==> src/rtl/matrix_pkg.sv <==
// Shared types and constants for the 2x2 matrix multiplier feeder/collector.
package matrix_pkg;

  localparam int unsigned ELEM_W = 4;
  localparam int unsigned N_IN   = 8;
  localparam int unsigned N_OUT  = 4;
  localparam int unsigned IDX_W  = $clog2(N_IN);
  localparam int unsigned OIDX_W = $clog2(N_OUT);
  localparam int unsigned CNT_W  = 3;
  localparam int unsigned ROW_W  = 2 * ELEM_W;

  typedef enum logic [1:0] {LOAD, WAIT, OUT} state_e;

  // Input stream order: row-major A, then row-major B
  localparam logic [IDX_W-1:0] IDX_A00 = IDX_W'(0);
  localparam logic [IDX_W-1:0] IDX_A01 = IDX_W'(1);
  localparam logic [IDX_W-1:0] IDX_A10 = IDX_W'(2);
  localparam logic [IDX_W-1:0] IDX_A11 = IDX_W'(3);
  localparam logic [IDX_W-1:0] IDX_B00 = IDX_W'(4);
  localparam logic [IDX_W-1:0] IDX_B01 = IDX_W'(5);
  localparam logic [IDX_W-1:0] IDX_B10 = IDX_W'(6);
  localparam logic [IDX_W-1:0] IDX_B11 = IDX_W'(7);

endpackage

==> src/rtl/matrix_result_serializer.sv <==
// Captures the packed 2x2 result and streams its four elements over valid/ready.
module matrix_result_serializer
  import matrix_pkg::*;
(
  input  logic              clk,
  input  logic              rst_n,
  input  logic              capture,
  input  logic [ROW_W-1:0]  C_row0,
  input  logic [ROW_W-1:0]  C_row1,
  input  logic              out_ready,
  output logic              out_valid,
  output logic [ELEM_W-1:0] out_data,
  output logic              out_last,
  output logic              done
);

  logic [2*ROW_W-1:0] res;
  logic [OIDX_W-1:0]  oidx;
  logic [OIDX_W-1:0]  oidx_nxt;

  function automatic logic [ELEM_W-1:0] pick(input logic [2*ROW_W-1:0] r,
                                             input logic [OIDX_W-1:0] i);
    case (i)
      OIDX_W'(0): pick = r[ELEM_W-1:0];
      OIDX_W'(1): pick = r[2*ELEM_W-1:ELEM_W];
      OIDX_W'(2): pick = r[3*ELEM_W-1:2*ELEM_W];
      default:    pick = r[4*ELEM_W-1:3*ELEM_W];
    endcase
  endfunction

  assign oidx_nxt = oidx + OIDX_W'(1);
  assign done     = out_valid && out_ready && out_last;

  // out_data/out_last are kept registered as the mux of res by the next index
  always_ff @(posedge clk or negedge rst_n) begin
    if (!rst_n) begin
      res       <= '0;
      oidx      <= '0;
      out_valid <= 1'b0;
      out_data  <= '0;
      out_last  <= 1'b0;
    end else if (capture) begin
      res       <= {C_row1, C_row0};
      oidx      <= '0;
      out_valid <= 1'b1;
      out_data  <= C_row0[ELEM_W-1:0];
      out_last  <= 1'b0;
    end else if (out_valid && out_ready) begin
      oidx      <= oidx_nxt;
      out_data  <= pick(res, oidx_nxt);
      out_last  <= (oidx_nxt == OIDX_W'(N_OUT - 1));
      if (oidx == OIDX_W'(N_OUT - 1)) begin
        out_valid <= 1'b0;
      end
    end
  end

endmodule

==> src/rtl/matrix_stream_loader.sv <==
// Loads 2x2 operands element by element, waits out the multiplier latency and streams the result.
module matrix_stream_loader
  import matrix_pkg::*;
#(
  parameter int unsigned MUL_LAT = 1
) (
  input  logic              clk,
  input  logic              rst_n,
  input  logic              in_valid,
  output logic              in_ready,
  input  logic [ELEM_W-1:0] in_data,
  output logic [ROW_W-1:0]  A_row0,
  output logic [ROW_W-1:0]  A_row1,
  output logic [ROW_W-1:0]  B_col0,
  output logic [ROW_W-1:0]  B_col1,
  input  logic [ROW_W-1:0]  C_row0,
  input  logic [ROW_W-1:0]  C_row1,
  output logic              out_valid,
  input  logic              out_ready,
  output logic [ELEM_W-1:0] out_data,
  output logic              out_last,
  output logic              busy
);

  state_e           state;
  logic [IDX_W-1:0] idx;
  logic [CNT_W-1:0] cnt;
  logic             accept;
  logic             capture;
  logic             done;

  assign accept  = (state == LOAD) && in_valid && in_ready;
  assign capture = (state == WAIT) && (cnt == CNT_W'(MUL_LAT));

  // FSM, operand assembly and latency counter
  always_ff @(posedge clk or negedge rst_n) begin
    if (!rst_n) begin
      state    <= LOAD;
      idx      <= '0;
      cnt      <= '0;
      A_row0   <= '0;
      A_row1   <= '0;
      B_col0   <= '0;
      B_col1   <= '0;
      in_ready <= 1'b1;
      busy     <= 1'b0;
    end else begin
      case (state)
        LOAD: begin
          if (accept) begin
            idx <= idx + IDX_W'(1);
            // B arrives row-major but is presented column-wise
            case (idx)
              IDX_A00: A_row0[ELEM_W-1:0]      <= in_data;
              IDX_A01: A_row0[ROW_W-1:ELEM_W]  <= in_data;
              IDX_A10: A_row1[ELEM_W-1:0]      <= in_data;
              IDX_A11: A_row1[ROW_W-1:ELEM_W]  <= in_data;
              IDX_B00: B_col0[ELEM_W-1:0]      <= in_data;
              IDX_B01: B_col1[ELEM_W-1:0]      <= in_data;
              IDX_B10: B_col0[ROW_W-1:ELEM_W]  <= in_data;
              default: B_col1[ROW_W-1:ELEM_W]  <= in_data;
            endcase
            if (idx == IDX_B11) begin
              state    <= WAIT;
              cnt      <= '0;
              in_ready <= 1'b0;
              busy     <= 1'b1;
            end
          end
        end
        WAIT: begin
          if (capture) begin
            state <= OUT;
          end else begin
            cnt <= cnt + CNT_W'(1);
          end
        end
        OUT: begin
          if (done) begin
            state    <= LOAD;
            in_ready <= 1'b1;
            busy     <= 1'b0;
          end
        end
        default: begin
          state    <= LOAD;
          in_ready <= 1'b1;
          busy     <= 1'b0;
        end
      endcase
    end
  end

  matrix_result_serializer u_ser (
    .clk       (clk),
    .rst_n     (rst_n),
    .capture   (capture),
    .C_row0    (C_row0),
    .C_row1    (C_row1),
    .out_ready (out_ready),
    .out_valid (out_valid),
    .out_data  (out_data),
    .out_last  (out_last),
    .done      (done)
  );

endmodule

==> config.mk <==
export PLATFORM = sky130hd
export DESIGN_NAME = matrix_stream_loader
export DESIGN_NICKNAME = d
export VERILOG_FILES = /design/src/rtl/matrix_pkg.sv /design/src/rtl/matrix_result_serializer.sv /design/src/rtl/matrix_stream_loader.sv
export SDC_FILE = /design/constraint.sdc
export NUM_CORES = 1
export LEC_CHECK = 0
export ABC_AREA = 1
export CORE_AREA = 2 2 85 87
export CTS_CLUSTER_SIZE = 28
export DETAILED_ROUTE_END_ITERATION = 6
export DIE_AREA = 0 0 87 89
export GPL_ROUTABILITY_DRIVEN = 0
export MAX_ROUTING_LAYER = met4
export PLACE_DENSITY = 0.71
export SLEW_MARGIN = 20
export SYNTH_ARGS = -nofsm -noshare
export SYNTH_HDL_FRONTEND = slang
export SYNTH_SLANG_ARGS = --single-unit
==> constraint.sdc <==
create_clock -name clk -period 2.8 [get_ports clk]
set_input_delay 0.56 -clock clk [delete_from_list [all_inputs] [get_ports clk]]
set_output_delay 0.56 -clock clk [all_outputs]
set_load 0.01 [all_outputs]
; ---- Yosys cells after proc, flatten, opt, wreduce, memory -nomap -nowiden
; Cells that the tools add are included.
[word_totals]
ff_bits = 66
elab_cells = 94
in_bits = 24
[classes]
bitwise = 2
mux = 27
eq_ne = 19
addsub = 3
n_reduce_logical = 25
[ops]
columns = operator, count
row1 = 3-bit AND reduction, 8
row2 = 3-bit == test (second input constant), 4
row3 = 2-bit 2-to-1 mux, 6
row4 = 4-bit one-hot mux with 3 select lines, 1
row5 = 4-bit AND reduction, 3
row6 = 1-bit 2-to-1 mux, 11
row7 = 3-bit 2-to-1 mux, 3
row8 = 2-bit == test (second input constant), 4
row9 = 4-bit 2-to-1 mux, 2
row10 = 2-bit inequality test (second input constant), 4
row11 = 7-bit OR reduction, 1
row12 = 3-bit by 1-bit adder with 3-bit output (second input constant), 2
row13 = 3-bit by 1-bit == test with 1-bit output (second input constant), 2
row14 = 3-bit by 2-bit == test with 1-bit output (second input constant), 2
row15 = 1-bit one-hot mux with 3 select lines, 2
row16 = 2-bit one-hot mux with 3 select lines, 1
row17 = 3-bit one-hot mux with 2 select lines, 1
row18 = 2-bit nonzero test, 3
row19 = 1-bit logical AND, 5
row20 = 2-bit by 1-bit == test with 1-bit output (second input constant), 2
row21 = 2-bit zero test, 2
row22 = 2-bit AND reduction, 2
row23 = 3-bit zero test, 1
row24 = 2-bit by 1-bit adder with 2-bit output (second input constant), 1
row25 = other kinds (2), 3

; ---- Logic depth before layout (Yosys ltp)
; Gate-level depths: netlist of run 1.
[logic_depth]
word_depth = 5
mapped_depth = 9
ltp_nobuf = 9

; ---- By module
; From an unflattened synthesis of run 1, not the netlist that was laid out.
[hier_totals]
cells_unflattened = 355
hier_area_um2 = 3104.2
[by_module_without_submodules]
columns = mod, area_per_inst_um2, cells_per_inst, seq_area_each_um2, n_inst
row1 = matrix_stream_loader, 1875.5, 211, 1052.3, 1
row2 = matrix_result_serializer, 1228.7, 144, 600.6, 1

; ---- Worst setup path before layout of run 1
; OpenSTA, ideal clock, no wires.
[synth_path]
path_type = reg-to-reg
startpoint = register idx[2]
endpoint = register B_col1[4]
slack_ps = 1420
stages_incl_launch_ff = 7
arrival_ps = 1251
n_path_buf = 0
required_time_ps = 2671
path_cell_list = dfrtp_1 > inv_1 > ha_1 > nor2_1 > nand3_4 > nand2_1 > o21ai_0
[synth_between]
elab_chain_cells = 4
elab_cells_between_ends = 10
cone_classes = eq/ne (6) / bitwise (1) / reduce/logical (3)
[synth_lines]
columns = item, line
row1 = "start, declared", matrix_stream_loader.sv:26  ; logic [IDX_W-1:0] idx;
row2 = "start signal, assigned", matrix_stream_loader.sv:51  ; idx <= idx + IDX_W'(1);
row3 = "3-bit == test, or another cell as far along", matrix_stream_loader.sv:53  ; case (idx)
row4 = 7-bit OR reduction (no source line) (*), n/a
row5 = 1-bit NOT (no source line) (*), n/a
row6 = 3-bit AND reduction (no source line) (*), n/a
row7 = "end signal, assigned by index", matrix_stream_loader.sv:59  ; IDX_B01: B_col1[ELEM_W-1:0] <= in_data;
row8 = "end signal, assigned by index", matrix_stream_loader.sv:61  ; default: B_col1[ROW_W-1:ELEM_W] <= in_data;
row9 = "end, declared", matrix_stream_loader.sv:15  ; output logic [ROW_W-1:0] B_col1,
; Every way passes the cells marked *; elsewhere a longest branch is shown, timed or not.
; A chain may end at the register's enable or synchronous reset.

; ---- Final worst setup path of run 1
[layout_path]
startpoint = register in_ready
endpoint = output in_ready
[layout_rtl]
columns = item, line
row1 = "start, declared", matrix_stream_loader.sv:10  ; output logic in_ready,
row2 = "start signal, assigned", matrix_stream_loader.sv:45  ; in_ready <= 1'b1;
row3 = "start signal, assigned", matrix_stream_loader.sv:66  ; in_ready <= 1'b0;
row4 = "start signal, assigned", matrix_stream_loader.sv:81  ; in_ready <= 1'b1;
; No word-level cell between the ends.

==> flow_summary.toml, run 1 <==
[logic_synthesis]
synthCells = 324
synth_compound_area_share_pct = 7.53
synth_top_family_by_area = "simple AND/OR/NAND/NOR gates"
synth.distinct_cells = 26
synth_seq_cells = 66
synthesis.area_sq_um = 2970
ys_warn_count = 0
synth_area_leaders = "dfrtp_1, nand2_1, ha_1, o21ai_0, nor2_1"
syn_area_per_cell_sq_um = 9.18
synth_top_area_share_pct = 54.7
yosysSeqAreaShare_pct = 55.6
synth_simple_gate_area_share_pct = 26.3
synthArstFlopShare_pct = 100
synth-main-ff-cell = "dfrtp_1"
synth_fa_ha_area_share_pct = 5.89
synth_edf_count = 0
synthMuxAreaShare_pct = 0
synthXorXnorAreaFrac_pct = 0.589
ys_top_cells_by_count = "nand2_1, dfrtp_1, nor2_1, inv_1, o21ai_0"
synth_top_cell_by_area = "dfrtp_1"
syn-num-nets = 362
yosysMostFrequentCell = "nand2_1"

[routing]
totalWireLength_mm = 5.89
routedWlPerCell_um = 12.2
vias_per_cell = 4.81
num_vias = 2320
final_antenna_net_count = 0
first_pass_iters = 4
drc = 0
drt_iter0_drc = 93

[clocking]
cts_sinks = 66
root_buffer = "clkbuf_8"
cts.path.max_buffers = 2
holdBufCountCts = 0
htreeDepth = 3
cts_tree = "yes"
clk_pin_slew_ns = 0.07
cts_setup_buffers = 0
cts_made_buffers = 9
ctsResizeCount = 0
clk-insertion-delay-late_ns = 0.34

[power]
p_leak_nw = 1.88
p_per_area_nw_per_um2 = 1050
peakVddDrop_mv = 0.407

[timing]
finalHoldViolCount = 0
fmax_mhz = 507
rsz0062_at_grt = "no"
tns_ns = 0
worstMarginPinSlew_ns = 0.454
setup_ws_ns = 0.829
fin_skew_ns = 0.00742
period_share_pct = 70.4
finalMaxSlewViolations = 0
min_period_ns = 1.97
finalSetupViolations = 0
relSlewSlack_pct = 69.8

[floorplanning]
die_area_sq_um = 7740
die_y_um = 89
fp.coreArea_sq_um = 6720
core.rowCount = 30
die_w_um = 87
boundaryPins = 64
start_util_pct = 44.2

[global_routing]
grt_overflow = 0
grt.total_usage_pct = 17.3
grt_pass1_vias = 2261
grt_antenna_before_repair = 0
grt_pass1_wl_mm = 10.2
grt_start_max_net_pins = 36

[placed_design]
hpwl_mm = 4.32
pre_cts_slack_ns = 0.871
portBuffers = 63

[finish]
drive_gt1_share_pct = 9.95
final_util_pct = 57.6
nets = 435
antennaDiodeCount = 0
area_delta_synth_final_pct = 30.3

[setup_path]
crit_chain = "clkdlybuf4s50_1"
worstSetupStartpointType = "register"
r2r_end = "u_ser.out_data[3]$_DFFE_PN0P_"
criticalPathCategory = "register to output pin"
critPathBufInv = 1
critPathCaptureType = "output pin"
rrSetupSlack_ns = 1.14
critPathMaxFanout = 3
crit_required_ns = 2.24
cp_slowest_cell = "dfstp_2"
cp.arrival_ns = 1.41
worst-r2r-cell-count = 9
r2r-start = "cnt[1]$_DFFE_PN0P_"
path_depth = 1
cp_top_family = "flip-flops"
slowest_delay_ns = 0.54

[worst_hold_path]
hold_class = "input port to asynchronous set/reset pin"

[flow_run]
cap_violations = 0

[outcome]
status = "complete, no violations"
## cells by family after synthesis
| logic type | after synthesis |
|---|---|
| fa+ha+maj | 14 |
| compound gates | 43 |
| buf+inv | 25 |
| flops | 66 |
| xor+xnor | 2 |
| simple gates | 174 |
## metrics by stage
| stage | area (sq um) | power [mW] | hold slack (ns) | std cells |
|---|---|---|---|---|
| floorplan | 2970 | 2.59 | 0.264 | 324 |
| global placement | 3690 | 3.30 | 0.454 | 466 |
| detailed placement | 3690 | 3.35 | 0.464 | 466 |
| CTS | 3870 | 4.13 | 0.244 | 482 |
| global route | 3870 | 4.44 | 0.267 | 482 |
| finish | 3870 | 4.08 | 0.235 | 482 |
## metal layers
metal	GRT usage, %	vias to the layer above	routed length [um]
met1	22.0	1067	2820
met3	3.23	8	313
met2	28.0	69	2680
met4	6.25	0	74
met5	-	-	0
li1	-	1176	-
## flip-flops by register name (all words and copies together), names as in the netlist
name / cells
u_ser.res: 16
in_ready: 1
state: 2
cnt: 3
idx: 3
B_col0: 8
A_row1: 8
u_ser.out_valid: 1
B_col1: 8
A_row0: 8
busy: 1
u_ser.oidx: 2
u_ser.out_data: 4
u_ser.out_last: 1
## area by class of cell
cell class                      instances  area [sq um]
Clock inverter                          5          55.1
Inverter                               22          95.1
Clock buffer                           11           131
Multi-Input combinational cell        233          1200
Sequential cell                        66          1650
Timing Repair Buffer                   65           641
Fill cell                             594          2850
Tap cell                               80           100
## worst max-delay path by stage
stage                               startpoint                    end  slack (ns)
after floorplan             idx[2]$_DFFE_PN0P_  B_col1[4]$_DFFE_PN0P_        1.42
after global placement               out_ready       busy$_DFFE_PN0P_        0.90
after detailed placement             out_ready       busy$_DFFE_PN0P_        0.87
after CTS                 in_ready$_DFFE_PN1P_               in_ready        0.81
after global routing      in_ready$_DFFE_PN1P_               in_ready        0.80
final                     in_ready$_DFFE_PN1P_               in_ready        0.83
## power breakdown
| part | internal (mW) | total (mW) | switching [mW] | leakage [nW] |
|---|---|---|---|---|
| combinational | 0.831 | 1.68 | 0.853 | 1.00 |
| sequential | 1.37 | 1.64 | 0.267 | 0.795 |
| clock | 0.408 | 0.760 | 0.351 | 0.0893 |
| total | 2.61 | 4.08 | 1.47 | 1.88 |
## worst reg2reg max path: cells and delay by family, from the launching register on
family | cells | cell delay, ns
and+or+nand+nor | 6 | 0.91
adders and majority gates | 1 | 0.13
DFF | 1 | 0.38
buffers and inverters | 2 | 0.13
## layout by cell type (no fill, tap or decap), types with 6 or more instances in the layout
master             n
clkdlybuf4s50_1   62
o21ai_1           18
clkbuf_8           9
o21ai_0           19
nor2_1            25
inv_1             19
nand3_1            6
ha_1              14
dfrtp_1           65
nand2_1          123
(Power assumes the default switching activity.)
==> run 2: changes to the inputs <==
--- a/config.mk
+++ b/config.mk
@@ -12,7 +12,7 @@
 export DIE_AREA = 0 0 87 89
 export GPL_ROUTABILITY_DRIVEN = 0
 export MAX_ROUTING_LAYER = met4
-export PLACE_DENSITY = 0.71
+export PLACE_DENSITY = 0.74
 export SLEW_MARGIN = 20
 export SYNTH_ARGS = -nofsm -noshare
 export SYNTH_HDL_FRONTEND = slang
==> constraint.sdc (replaced) <==
create_clock -name clk -period 1.6 [get_ports clk]
set_input_delay 0.32 -clock clk [delete_from_list [all_inputs] [get_ports clk]]
set_output_delay 0.32 -clock clk [all_outputs]
set_load 0.01 [all_outputs]
==> flow_summary.toml, run 2 (synthesis gave the netlist of run 1 again) <==
[outcome]
status = "complete, but fails checks"
violations = "hold timing"

[global_routing]
grt.total_usage_pct = 18.0
grt_pass1_wl_mm = 10.6
grt_util_met3_pct = 4.43
grt_overflow = 0
grt_use_met2_pct = 29.3
grt_start_max_net_pins = 67
use_met1_pct = 22.5
grt_busiest_layer = "met2"
grt_antenna_before_repair = 0
grt_pass1_vias = 2315

[timing]
worstMarginPinSlew_ns = 0.355
min_period_ns = 1.56
relSlewSlack_pct = 76.3
finalSetupViolations = 0
finalHoldViolCount = 17
rsz0062_at_grt = "no"
finalMaxSlewViolations = 0
tns_ns = 0
period_share_pct = 97.6
fmax_mhz = 641
fin_skew_ns = 0.00563
timing.hold.ws_ns = -0.00879

[power]
combPwrFrac_pct = 41.8
p_sw_mw = 2.59
power_frac_clock_pct = 18.7
peakVddDrop_mv = 0.672
switching_share_pct = 35.9
p_per_area_nw_per_um2 = 1810
p_int_mw = 4.62
seq_power_share_pct = 39.5
power.total_mw = 7.21
p_leak_nw = 2.16

[placed_design]
hpwl_mm = 4.47
portBuffers = 63
place_area_sq_um = 3760

[routing]
totalWireLength_mm = 6.17
final_antenna_net_count = 0
vias_per_cell = 4.80
drt_iter0_drc = 66
routedWlPerCell_um = 12.6
num_vias = 2344
drc = 0
first_pass_iters = 4

[setup_path]
worstSetupStartpointType = "register"
cp_slowest_cell = "clkdlybuf4s50_1"
critPathCaptureType = "output pin"
cp_top_family = "buffers and inverters"
slowest_delay_ns = 0.54
cp.arrival_ns = 1.24
critPathBufInv = 1
crit_required_ns = 1.28
critPathMaxFanout = 2
crit_chain = "clkdlybuf4s50_1"
criticalPathCategory = "register to output pin"

[floorplanning]
boundaryPins = 64
die_y_um = 89
die_w_um = 87
core.rowCount = 30
start_util_pct = 44.2
die_area_sq_um = 7740
fp.coreArea_sq_um = 6720

[finish]
nFillCells = 582
mostFrequentLayoutCells = "nand2_1, dfrtp_1, clkdlybuf4s50_1, nor2_1"
nets = 442
area_delta_synth_final_pct = 34.3
drive_gt1_share_pct = 11.3
final_common_cell = "nand2_1"
final_util_pct = 59.4
largest_register_ffs = 16
regMostFlops = "u_ser.res"
stdcell_area_sq_um = 3990
antennaDiodeCount = 0

[clocking]
clk_pin_slew_ns = 0.07
cts_sinks = 66
cts_setup_buffers = 0
root_buffer = "clkbuf_8"
htreeDepth = 3
cts.path.max_buffers = 2
cts_tree = "yes"
clk-insertion-delay-late_ns = 0.33
cts_made_buffers = 9

[worst_hold_path]
hold_class = "input port to asynchronous set/reset pin"

[flow_run]
cap_violations = 0
==> run 2: timing repair <==
item / CTS / global route
gates resized for setup: 2 / 18
endpoints found under the setup margin: 2 / 18
hold buffers: 0 / 0
==> run 2: final timing paths <==
path	slack, ns	depth (start not counted)	end	from
max	0.04	1	B_col0[0]	B_col0[0]$_DFFE_PN0P_
min	-0.009	2	A_row0[2]$_DFFE_PN0P_	rst_n
max reg2reg	0.12	9	u_ser.out_data[3]$_DFFE_PN0P_	cnt[1]$_DFFE_PN0P_
min reg2reg	0.47	2	busy$_DFFE_PN0P_	busy$_DFFE_PN0P_
max in group asynchronous	1.27	2	in_ready$_DFFE_PN1P_	rst_n
min in group clk	0.47	2	busy$_DFFE_PN0P_	busy$_DFFE_PN0P_
==> run 2: metrics by stage <==
| stage | instances | setup WS, ns |
|---|---|---|
| 6_report | 488 | 0.0391 |
| 5_1_grt | 488 | 0.00173 |
| 4_1_cts | 488 | 0.0101 |
| 3_5_place_dp | 473 | 0.0130 |
| 3_3_place_gp | 473 | 0.0558 |
| 2_1_floorplan | 324 | 0.220 |
==> run 2: area by class of cell <==
class	instances	area [sq um]	share of cell area (%)
sequential	66	1650	41.4
multi-input combinational	233	1200	30.0
timing repair buffer	72	761	19.1
clock buffer	12	145	3.64
tap	80	100	2.51
inverter	22	95.1	2.38
clock inverter	3	40.0	1.00
==> run 2: power groups by stage <==
stage / registers, mW / logic [mW] / clock network (mW)
final: 2.85 / 3.02 / 1.34
after global routing: 2.95 / 3.43 / 1.47
after CTS: 2.86 / 3.11 / 1.37
after detailed placement: 2.88 / 3.11 / 0
after global placement: 2.87 / 3.02 / 0
after floorplan: 3.01 / 1.51 / 0
==> run 2: routing by layer <==
layer  vias to the layer above  share of wire (%)
li1                       1189                  -
met1                      1075                 45
met2                        73                 48
met3                         7                6.6
met4                         0               0.96
met5                         -                  0
==> run 3: changes to the inputs <==
--- a/config.mk
+++ b/config.mk
@@ -7,6 +7,7 @@
 export LEC_CHECK = 0
 export ABC_AREA = 1
 export CORE_AREA = 2 2 85 87
+export CTS_BUF_LIST = sky130_fd_sc_hd__clkbuf_16
 export CTS_CLUSTER_SIZE = 28
 export DETAILED_ROUTE_END_ITERATION = 6
 export DIE_AREA = 0 0 87 89
==> flow_summary.toml, run 3 (synthesis gave the netlist of run 1 again) <==
[outcome]
status = "complete, no violations"

[timing]
worstMarginPinSlew_ns = 0.354
fmax_mhz = 636
finalHoldViolCount = 0
finalSetupViolations = 0
min_period_ns = 1.57
fin_skew_ns = 0.00456
finalMaxSlewViolations = 0
period_share_pct = 98.2
tns_ns = 0
relSlewSlack_pct = 76.4
rsz0062_at_grt = "no"

[global_routing]
grt_start_max_net_pins = 67
grt_antenna_before_repair = 0
grt_overflow = 0
grt_pass1_wl_mm = 10.8
grt_pass1_vias = 2363
grt.total_usage_pct = 18.6

[floorplanning]
boundaryPins = 64
start_util_pct = 44.2
die_area_sq_um = 7740
die_w_um = 87
core.rowCount = 30
die_y_um = 89
fp.coreArea_sq_um = 6720

[finish]
drive_gt1_share_pct = 11.0
area_delta_synth_final_pct = 36.0
mostFrequentLayoutCells = "nand2_1, dfrtp_1, clkdlybuf4s50_1, nor2_1, inv_1"
regMostFlops = "u_ser.res"
nFillCells = 571
final_common_cell = "nand2_1"
antennaDiodeCount = 0
final_util_pct = 60.2
largest_register_ffs = 16
nets = 442

[worst_hold_path]
hold_class = "input port to asynchronous set/reset pin"

[setup_path]
cp_top_family = "buffers and inverters"
cp_slowest_cell = "clkdlybuf4s50_1"
slowest_delay_ns = 0.55
critPathBufInv = 1
cp.arrival_ns = 1.25
criticalPathCategory = "register to output pin"
critPathCaptureType = "output pin"
crit_required_ns = 1.28
crit_chain = "clkdlybuf4s50_1"
critPathMaxFanout = 2
worstSetupStartpointType = "register"

[power]
p_sw_mw = 2.67
p_per_area_nw_per_um2 = 1920
peakVddDrop_mv = 0.854
p_leak_nw = 2.01
seq_power_share_pct = 36.9
switching_share_pct = 34.4
combPwrFrac_pct = 39.6
p_int_mw = 5.10
power_frac_clock_pct = 23.6

[clocking]
cts_made_buffers = 9
clk-insertion-delay-late_ns = 0.32
cts.path.max_buffers = 2
htreeDepth = 3
root_buffer = "clkbuf_16"
cts_sinks = 66
clk_pin_slew_ns = 0.05
cts_tree = "yes"
holdBufCountCts = 0

[placed_design]
hpwl_mm = 4.47
portBuffers = 63

[routing]
routedWlPerCell_um = 12.9
drc = 0
drt_iter0_drc = 108
num_vias = 2380
final_antenna_net_count = 0
vias_per_cell = 4.88
totalWireLength_mm = 6.28
first_pass_iters = 4

[flow_run]
cap_violations = 0
==> run 3: power groups by stage <==
stage	logic [mW]	registers (mW)	clock network [mW]
2_1_floorplan	1.51	3.01	0
3_5_place_dp	3.11	2.88	0
4_1_cts	3.13	2.87	1.87
6_report	3.08	2.87	1.83
3_3_place_gp	3.02	2.87	0
5_1_grt	3.49	2.96	1.97
==> run 3: timing repair <==
action,in CTS,in global routing
resized for setup,1,2
setup buffers,0,0
gates cloned,0,0
pin swaps,0,0
setup endpoints to repair,1,2
==> run 3: final cells by class <==
| class | count | area, sq um | share of cell area [%] |
|---|---|---|---|
| flip-flops and latches | 66 | 1650 | 40.9 |
| clock inverters | 6 | 51.3 | 1.27 |
| multi-input cells | 233 | 1200 | 29.6 |
| repair buffers | 72 | 722 | 17.9 |
| well taps | 80 | 100 | 2.48 |
| inverters | 22 | 95.1 | 2.35 |
| clock buffers | 9 | 225 | 5.57 |
==> run 3: worst paths after layout <==
check	depth (start not counted)	slack, ns	endpoint	startpoint
setup / recovery	1	0.03	out_data[2]	u_ser.out_data[2]$_DFFE_PN0P_
hold / removal	2	0.009	A_row0[3]$_DFFE_PN0P_	rst_n
setup reg to reg	9	0.13	u_ser.out_data[3]$_DFFE_PN0P_	cnt[1]$_DFFE_PN0P_
hold reg to reg	2	0.47	busy$_DFFE_PN0P_	busy$_DFFE_PN0P_
max in group asynchronous	2	1.28	in_ready$_DFFE_PN1P_	rst_n
min in group clk	2	0.47	busy$_DFFE_PN0P_	busy$_DFFE_PN0P_
==> run 3: metal layers <==
metal / global-route usage [%] / share of wire (%) / vias to the layer above / wire length, um
li1: - / - / 1193 / -
met1: 22.4 / 44 / 1100 / 2780
met2: 29.6 / 48 / 80 / 2990
met3: 5.72 / 6.9 / 7 / 436
met4: 6.53 / 1.2 / 0 / 73
met5: - / 0 / - / 0
==> run 3: per-stage QoR <==
stage | setup WS (ns) | hold WS (ns) | area (sq um) | std cells | total power, mW
CTS | 0.0256 | 0.0273 | 4040 | 488 | 7.87
floorplan | 0.220 | 0.0244 | 2970 | 324 | 4.53
detailed placement | 0.0130 | 0.370 | 3760 | 473 | 5.99
global route | 0.00186 | 0.0331 | 4040 | 488 | 8.42
global placement | 0.0558 | 0.360 | 3760 | 473 | 5.89
finish | 0.0280 | 0.00944 | 4040 | 488 | 7.78
